===== src/rtl/mycpu_pkg.sv =====
// Shared types and encodings for the multi-cycle CPU control unit.
// Opcode low nibble doubles as the ALU function select for ALU/LDI/ADI.
package mycpu_pkg;

  localparam int OPC_W = 7;

  typedef enum logic [OPC_W-1:0] {
    OP_MOVA = 7'h00,
    OP_INC  = 7'h01,
    OP_ADD  = 7'h02,
    OP_SUB  = 7'h05,
    OP_DEC  = 7'h06,
    OP_AND  = 7'h08,
    OP_OR   = 7'h09,
    OP_XOR  = 7'h0A,
    OP_NOT  = 7'h0B,
    OP_MOVB = 7'h0C,
    OP_SHR  = 7'h0D,
    OP_SHL  = 7'h0E,
    OP_LD   = 7'h10,
    OP_IOR  = 7'h11,
    OP_ST   = 7'h20,
    OP_IOW  = 7'h21,
    OP_ADI  = 7'h42,
    OP_LDI  = 7'h4C,
    OP_NOP  = 7'h50,
    OP_BRZ  = 7'h60,
    OP_BRN  = 7'h61,
    OP_JMP  = 7'h70,
    OP_HAL  = 7'h7F
  } opcode_t;

  typedef enum logic [1:0] {
    ST_RST = 2'd0,
    ST_INF = 2'd1,
    ST_EX  = 2'd2,
    ST_HLT = 2'd3
  } cuws_state_t;

  localparam logic [1:0] PS_HOLD = 2'b00;
  localparam logic [1:0] PS_INC  = 2'b01;
  localparam logic [1:0] PS_BR   = 2'b10;
  localparam logic [1:0] PS_JMP  = 2'b11;

  localparam logic [1:0] MD_ALU = 2'b00;
  localparam logic [1:0] MD_MEM = 2'b01;
  localparam logic [1:0] MD_IO  = 2'b10;

  localparam logic [1:0] ERR_NONE = 2'b00;
  localparam logic [1:0] ERR_TMO  = 2'b01;
  localparam logic [1:0] ERR_ILL  = 2'b10;

  function automatic logic is_alu(input logic [OPC_W-1:0] opc);
    case (opc)
      OP_MOVA, OP_INC, OP_ADD, OP_SUB, OP_DEC, OP_AND, OP_OR,
      OP_XOR, OP_NOT, OP_MOVB, OP_SHR, OP_SHL: return 1'b1;
      default: return 1'b0;
    endcase
  endfunction

  function automatic logic is_xfer(input logic [OPC_W-1:0] opc);
    case (opc)
      OP_LD, OP_ST, OP_IOR, OP_IOW: return 1'b1;
      default: return 1'b0;
    endcase
  endfunction

  function automatic logic is_legal(input logic [OPC_W-1:0] opc);
    case (opc)
      OP_LDI, OP_ADI, OP_NOP, OP_BRZ, OP_BRN, OP_JMP, OP_HAL: return 1'b1;
      default: return is_alu(opc) | is_xfer(opc);
    endcase
  endfunction

endpackage


===== src/rtl/cu_ws_wdog.sv =====
// Wait-state counter: counts cycles a transfer is pending without ready and
// flags expiry when the count has reached WAIT_MAX and ready is still low.
module cu_ws_wdog #(
  parameter int WAIT_MAX = 15,
  parameter int CNT_W    = $clog2(WAIT_MAX + 1)
) (
  input  logic clk,
  input  logic rst_n,
  input  logic clear_i,
  input  logic count_i,
  input  logic ready_i,
  output logic expired_o
);

  logic [CNT_W-1:0] cnt_q, cnt_d;
  logic             at_max;

  assign at_max    = (cnt_q == CNT_W'(WAIT_MAX));
  assign expired_o = count_i & ~ready_i & at_max;

  always_comb begin
    cnt_d = cnt_q;
    if (clear_i) begin
      cnt_d = '0;
    end else if (count_i && !ready_i && !at_max) begin
      cnt_d = cnt_q + 1'b1;
    end
  end

  always_ff @(posedge clk or negedge rst_n) begin
    if (!rst_n) begin
      cnt_q <= '0;
    end else begin
      cnt_q <= cnt_d;
    end
  end

endmodule


===== src/rtl/cu_ws.sv =====
// Multi-cycle CPU control unit: fetch/execute sequencing with memory/IO
// wait states, bus timeout and halt/resume.
module cu_ws
  import mycpu_pkg::*;
#(
  parameter int OPC_W    = 7,
  parameter int RA_W     = 3,
  parameter int RS_W     = 4,
  parameter int WAIT_MAX = 15,
  parameter int IW       = OPC_W + 3 * RA_W,
  parameter int CNT_W    = $clog2(WAIT_MAX + 1)
) (
  input  logic              clk,
  input  logic              rst_n,
  input  logic [IW-1:0]     ins_in,
  input  logic              z_in,
  input  logic              n_in,
  input  logic              mem_ready_in,
  input  logic              resume_in,
  output logic              il_out,
  output logic [1:0]        ps_out,
  output logic              rw_out,
  output logic [3*RS_W-1:0] rs_out,
  output logic              mm_out,
  output logic [1:0]        md_out,
  output logic              mb_out,
  output logic [3:0]        fs_out,
  output logic              wen_out,
  output logic              iom_out,
  output logic              mem_req_out,
  output logic              halted_out,
  output logic [1:0]        err_out
);

  cuws_state_t      state_q, state_d;
  logic [1:0]       err_q, err_d;
  logic [OPC_W-1:0] opc;
  logic [RS_W-1:0]  dr_x, sa_x, sb_x;
  logic             expired, wd_clear;
  logic             op_xfer, op_legal;

  assign opc      = ins_in[IW-1 -: OPC_W];
  assign dr_x     = RS_W'(ins_in[3*RA_W-1 -: RA_W]);
  assign sa_x     = RS_W'(ins_in[2*RA_W-1 -: RA_W]);
  assign sb_x     = RS_W'(ins_in[RA_W-1:0]);
  assign op_xfer  = is_xfer(opc);
  assign op_legal = is_legal(opc);

  // Any state change is an entry into a new phase, so the count restarts.
  assign wd_clear = (state_d != state_q);

  cu_ws_wdog #(
    .WAIT_MAX (WAIT_MAX),
    .CNT_W    (CNT_W)
  ) u_wdog (
    .clk       (clk),
    .rst_n     (rst_n),
    .clear_i   (wd_clear),
    .count_i   (mem_req_out),
    .ready_i   (mem_ready_in),
    .expired_o (expired)
  );

  always_ff @(posedge clk or negedge rst_n) begin
    if (!rst_n) begin
      state_q <= ST_RST;
      err_q   <= ERR_NONE;
    end else begin
      state_q <= state_d;
      err_q   <= err_d;
    end
  end

  always_comb begin
    state_d = state_q;
    err_d   = err_q;
    case (state_q)
      ST_RST: state_d = ST_INF;
      ST_INF: begin
        if (mem_ready_in) begin
          state_d = ST_EX;
        end else if (expired) begin
          state_d = ST_HLT;
          err_d   = ERR_TMO;
        end
      end
      ST_EX: begin
        if (!op_legal) begin
          state_d = ST_HLT;
          err_d   = ERR_ILL;
        end else if (opc == OP_HAL) begin
          state_d = ST_HLT;
        end else if (op_xfer) begin
          if (mem_ready_in) begin
            state_d = ST_INF;
          end else if (expired) begin
            state_d = ST_HLT;
            err_d   = ERR_TMO;
          end
        end else begin
          state_d = ST_INF;
        end
      end
      ST_HLT: begin
        if (resume_in) begin
          state_d = ST_INF;
          err_d   = ERR_NONE;
        end
      end
      default: state_d = ST_RST;
    endcase
  end

  always_comb begin
    il_out      = 1'b0;
    ps_out      = PS_HOLD;
    rw_out      = 1'b0;
    rs_out      = '0;
    mm_out      = 1'b0;
    md_out      = MD_ALU;
    mb_out      = 1'b0;
    fs_out      = 4'b0000;
    wen_out     = 1'b1;
    iom_out     = 1'b0;
    mem_req_out = 1'b0;
    halted_out  = 1'b0;
    err_out     = err_q;
    case (state_q)
      ST_INF: begin
        mem_req_out = 1'b1;
        mm_out      = 1'b1;
        il_out      = mem_ready_in;
      end
      ST_EX: begin
        rs_out = {dr_x, sa_x, sb_x};
        if (op_xfer) begin
          mem_req_out = 1'b1;
          iom_out     = (opc == OP_IOR) || (opc == OP_IOW);
          wen_out     = !((opc == OP_ST) || (opc == OP_IOW));
          if (opc == OP_LD)  md_out = MD_MEM;
          if (opc == OP_IOR) md_out = MD_IO;
          if (mem_ready_in) begin
            ps_out = PS_INC;
            rw_out = (opc == OP_LD) || (opc == OP_IOR);
          end
        end else if (op_legal && opc != OP_HAL) begin
          fs_out = opc[3:0];
          rw_out = is_alu(opc) || (opc == OP_LDI) || (opc == OP_ADI);
          mb_out = (opc == OP_LDI) || (opc == OP_ADI);
          ps_out = PS_INC;
          if (opc == OP_BRZ) begin
            ps_out = z_in ? PS_BR : PS_INC;
            fs_out = 4'b0000;
          end else if (opc == OP_BRN) begin
            ps_out = n_in ? PS_BR : PS_INC;
            fs_out = 4'b0000;
          end else if (opc == OP_JMP) begin
            ps_out = PS_JMP;
          end
        end
      end
      ST_HLT: halted_out = 1'b1;
      default: ;
    endcase
  end

endmodule


===== config.mk =====
export PLATFORM = sky130hd
export DESIGN_NAME = cu_ws
export DESIGN_NICKNAME = d
export VERILOG_FILES = /design/src/rtl/mycpu_pkg.sv /design/src/rtl/cu_ws_wdog.sv /design/src/rtl/cu_ws.sv
export SDC_FILE = /design/constraint.sdc
export NUM_CORES = 1
export LEC_CHECK = 0
export BUFFER_PORTS_ARGS = -buffer_cell sky130_fd_sc_hd__buf_2
export CELL_PAD_IN_SITES_DETAIL_PLACEMENT = 0
export CELL_PAD_IN_SITES_GLOBAL_PLACEMENT = 2
export CORE_ASPECT_RATIO = 2
export CORE_MARGIN = 2
export CORE_UTILIZATION = 26
export CTS_CLUSTER_DIAMETER = 100
export CTS_CLUSTER_SIZE = 24
export DETAILED_ROUTE_END_ITERATION = 8
export HOLD_SLACK_MARGIN = 0.12
export PLACE_DENSITY_LB_ADDON = 0.1
export SLEW_MARGIN = 25
export SYNTH_ARGS = -nofsm -noshare
export SYNTH_HDL_FRONTEND = slang
export SYNTH_HIERARCHICAL = 1
export SYNTH_SLANG_ARGS = --single-unit
export TNS_END_PERCENT = 5

===== constraint.sdc =====
create_clock -name clk -period 6.55 [get_ports clk]
set_input_delay 1.31 -clock clk [delete_from_list [all_inputs] [get_ports clk]]
set_output_delay 1.31 -clock clk [all_outputs]
set_load 0.01 [all_outputs]

# Word level (Yosys, flattened, before mapping)
# Memory sizes are Yosys's and may differ from the RTL's.
# Cells that the tools add are included.
[classes]
addsub = 1
eq_ne = 20
n_mux = 61
bitwise = 4
n_reduce_logical = 19
[ops]
columns = ["op", "n"]
rows = [
  ["$eq 7x7->1 const B", 7],
  ["$mux 2", 24],
  ["$mux 4", 7],
  ["$mux 1", 26],
  ["$eq 7x5->1 const B", 2],
  ["$eq 7x6->1 const B", 2],
  ["$mux 11", 1],
  ["$pmux 2 s4", 1],
  ["$ne 7x7->1 const B", 1],
  ["$reduce_or 7->1", 1],
  ["$logic_or 1x1->1", 6],
  ["$ne 3x3->1 const B", 2],
  ["$pmux 2 s3", 1],
  ["$add 4x1->4 const B", 1],
  ["$eq 2x2->1 const B", 2],
  ["$eq 4x4->1 const B", 1],
  ["$reduce_and 4->1", 1],
  ["$reduce_or 4->1", 1],
  ["$logic_and 1x1->1", 3],
  ["$logic_not 1->1", 3],
  ["$logic_not 3->1", 1],
  ["$reduce_bool 3->1", 1],
  ["$and 1x1->1", 2],
  ["$eq 2x1->1 const B", 1],
  ["7 further kinds", 7],
]
[totals]
regBits = 8
romBits = 32
input_bits = 22
out_inout_bits = 30
wordCells = 110
mem_count = 2
[memory_table]
columns = ["memory", "words", "width", "read_ports", "rd_ports_with_merged_regs", "write_ports", "line", "text"]
rows = [
  ["(name not given)", 16, 1, 1, 0, 0, "mycpu_pkg.sv:54", "case (opc)"],
  ["(name not given)", 16, 1, 1, 0, 0, "mycpu_pkg.sv:54", ""],
]

# Depth between registers and ports, before layout
[logic_depth]
depth_word = 15
mapped_depth = 15
mapped_depth_nobuf = 14

# Modules after synthesis
# Netlist, hierarchy kept.
[by_module_without_submodules]
columns = ["mod", "instances", "cells_per_inst", "area_each_um2", "seq_area_each_um2"]
rows = [
  ["cu_ws", 1, 125, 885.8, 100.1],
  ["cu_ws_wdog", 1, 24, 244.0, 100.1],
]

# Worst setup path after synthesis
# OpenSTA, ideal clock, no wires.
[synth_path]
path_kind = "input-to-output"
start = "input ins_in[9]"
end = "output ps_out[0]"
arrival_time_ns = 2.811
required_ns = 5.240
slack_ns = 2.429
cell_stages = 6
path_cell_list = "ha_1 > and3_2 > or4_1 > o221ai_2 > nor2_1 > a311oi_1"
[synth_between]
elab_chain_len = 10
word_cells_on_any_way = 27
[synth_rtl]
columns = ["element", "line", "text"]
rows = [
  ["start: declaration", "cu_ws.sv:15", "input logic [IW-1:0] ins_in,"],
  ["parallel branches: the longest is 8 deep, another holds $mem_v2 16x1", "-", ""],
  ["$mux 2 *", "cu_ws.sv:136", "if (op_xfer) begin"],
  ["$mux 2 *", "cu_ws.sv:128", "case (state_q)"],
  ["end: declaration", "cu_ws.sv:21", "output logic [1:0] ps_out,"],
]
# Every way passes the cells marked *. The select of a mux whose other input is x is not followed.

# Worst setup path after layout
[layout_path]
start = "input ins_in[9]"
end = "output fs_out[3]"
[layout_between]
elab_chain_len = 10
word_cells_on_any_way = 27
[layout_rtl]
columns = ["element", "line", "text"]
rows = [
  ["parallel branches: the longest is 8 deep, another holds $mem_v2 16x1", "-", ""],
  ["$mux 4 *", "cu_ws.sv:136", ""],
  ["$mux 4 *", "cu_ws.sv:128", ""],
  ["end: declaration", "cu_ws.sv:27", "output logic [3:0] fs_out,"],
]
# Marked as above.

==> metrics.md <==
| Metric | Value |
|---|---|
| Status | finished, final reports clean |
| Register area share after synthesis | 17.7% |
| Initial antenna violation count | 0 |
| CP Max Fanout | 7 |
| Largest cells by area after synthesis | dfrtp_1, ha_1, and2_1, nor2_1, nor3_1 |
| TritonCTS clock tree | built |
| Post-route ant nets | 0 |
| Std cell rows | 34 |
| Fmax | 0.226 GHz |
| First-pass GRT wire length | ~5300 um |
| Nets | between 200 and 250 |
| Total Wirelength | ~3200 um |
| Core area | roughly 4300 um2 |
| Vias in the first global route | roughly 1100 |
| Initial core utilization | between 20% and 30% |
| Clk Latency, worst-skew pair | between 0.2 and 0.25 ns |
| Clk sinks | 8 |
| Met2 WL | roughly 1500 um |
| Fin crit share | 67.7% |
| Syn Inst Count | ~150 |
| Final instance area | 1440 um2 |
| Gp weighted congestion | between 0.7 and 0.8 |
| Pins Over Slew Limit | 0 |
| Synthesized area | approximately 1100 um2 |
| R2r setup slk | slightly above 3 ns |
| Drt wl/cell | 13.1 um |
| Hold Path Class | reg2reg |
| Reg clk slew, reported paths | roughly 0.040 ns |
| Io pins | 52 |
| Resize count post-CTS | 0 |
| Leakage | ~0.0007 uW |
| CP endpoint kind | output port |
| CTS hold repair buffers | 0 |
| Non-Filler Instances | 248 |
| RSZ-0062 raised after global routing | false |
| Max transition margin | about three fifths |
| Most common cell in the netlist | nor2_1 |
| Diode count | 0 |
| Clock Tree Root | clkbuf_8 |
| Synth cell types | 47 |
| Avg Cell Area, Syn | between 7 and 8 um2 |
| Startpoint Class | input pin |
| Met1 wire length | ~1600 um |
| Synthesized flop and latch total | 8 |
| Post-CTS Setup Inserts | 0 |
| H-tree levels | 1 |
| GRT Total Usage | about an eighth |
| Final hold vios | 0 |
| Fin crit period | between 4 and 5 ns |
| Placed insts | between 200 and 250 |
| Max-Cap Viols | 0 |
| Cell taking the most area after synthesis | dfrtp_1 |
| Initial drt markers | 25 |
| Via count | 1222 |
| Post-synth EDFFs | 0 |
| DR DRC count | 0 |
| Die extent in y | roughly 100 um |
| CTS buffer count | 3 |
| Grt total ovfl | 0 |
| IO buf count | 48 |
| Final clock skew | about 0.0011 ns |
| Synth-to-layout area growth | 27.1% |
| Crit path kind | in2out |
| Die width | just over 50 um |
| Met3 wire len | between 100 and 150 um |
| Fraction of registers with async set/reset | between 90% and 100% |
| Post-synth top flop | dfrtp_1 |
| Die Area | 4920 um2 |
| CP required | approximately 5.2 ns |
| Via density | ~4.9 |
| Largest net degree at the start of global routing | 20 |
| Layout cells sized above 1 | between 30% and 40% |
| Ys Warns | 6 |
| Share of the synthesized area in the top cell type | between 10% and 20% |
| DP Wirelength | between 2000 and 3000 um |
| CP arrival | about 3.1 ns |
| Setup TNS | 0 ns |
| Clock tree buffer depth | 2 |
| Top routing layer in use | met3 |
| Pwr dens | 226 nW/um2 |
| Max IR drop VDD | roughly 0.15 mV |
| Most frequent cells after synthesis | nor2_1, and2_1, inv_1, nand2_1, nor3_1 |
| Measured slew at the worst slew-check pin | 0.613 ns |
| Initial DRT Pass Iterations | 4 |
| Instance area at placement | between 1000 and 1500 um2 |
| Final setup vio count | 0 |
==> critical path: stages <==
cell and delay [ns]:
buf_2 0.11, inv_1 0.06, ha_1 0.28, nor2_1 0.49, nor3_1 0.13, nand2b_1 0.28, nor2b_1 0.19, and2_2 0.15
buf_2 0.12
==> power breakdown <==
group	total, uW	switching, uW	internal [uW]
logic	192	106	86.6
registers	74.0	12.9	61.1
clock network	57.8	18.1	39.7
total	324	137	187
==> metrics by stage <==
stage               hold slack [ns]  setup slack (ns)  utilization, %  power, uW
finish                        0.496              2.12            33.8        324
CTS                           0.504              2.11            33.8        328
global placement              0.494              2.09            32.8        268
global route                  0.536              1.97            33.8        355
floorplan                     0.533              2.43               -        212
detailed placement            0.490              2.12            32.8        267
==> sequential cells by signal, indices dropped and copies added, names as in the netlist <==
| name | cells |
|---|---|
| err_out | 2 |
| state_q | 2 |
| u_wdog/cnt_q | 4 |
==> metal layers <==
| layer | track usage, % | vias up |
|---|---|---|
| li1 | - | 607 |
| met1 | 19.3 | 586 |
| met2 | 21.1 | 29 |
| met3 | 1.54 | 0 |
| met4 | 1.87 | 0 |
| met5 | 0 | - |
==> logic make-up after synthesis <==
group / after synthesis / share of synthesized area, %
AO/OA/AOI/OAI: 27 / 18.8
XOR/XNOR: 1 / 1.44
adder cells (fa/ha/maj): 9 / 9.97
buffers and inverters: 18 / 7.75
flip-flops: 8 / 17.7
multiplexers: 3 / 3.10
other: 1 / 0.332
AND/OR/NAND/NOR: 82 / 40.9
==> layout make-up <==
cell class	count	area (um2)
Clock buffer	3	41.3
Fill cell	475	2820
Inverter	10	37.5
Multi-Input combinational cell	125	850
Sequential cell	8	200
Tap cell	54	67.6
Timing Repair Buffer	48	240
==> layout by cell type, fill, tap and decap left out, types with 2 or more instances in the layout <==
| master | n |
|---|---|
| a21oi_1 | 4 |
| a41oi_1 | 2 |
| and2_1 | 13 |
| and3_2 | 2 |
| buf_2 | 48 |
| clkbuf_8 | 3 |
| conb_1 | 3 |
| dfrtp_1 | 8 |
| ha_1 | 9 |
| inv_1 | 10 |
| mux2i_1 | 2 |
| nand2_1 | 10 |
| nand2b_1 | 5 |
| nand3_1 | 3 |
| nand3b_1 | 2 |
| nor2_1 | 17 |
| nor2b_1 | 4 |
| nor3_1 | 10 |
| nor3b_1 | 2 |
| nor4b_1 | 2 |
| o211ai_1 | 4 |
| o21ai_0 | 7 |
| or2_2 | 2 |
==> worst paths after layout <==
path	start	cells after the start	endpoint
min	err_out[1]$_DFFE_PN0P_	1	err_out[1]$_DFFE_PN0P_
max in group asynchronous	rst_n	1	err_out[1]$_DFFE_PN0P_
min in group asynchronous	rst_n	1	u_wdog/cnt_q[2]$_DFFE_PN0P_
max reg2reg	state_q[0]$_DFF_PN0_	14	u_wdog/cnt_q[0]$_DFFE_PN0P_
max	ins_in[9]	9	fs_out[3]
min reg2reg	err_out[1]$_DFFE_PN0P_	1	err_out[1]$_DFFE_PN0P_
Power figures use the tool's default switching activity.
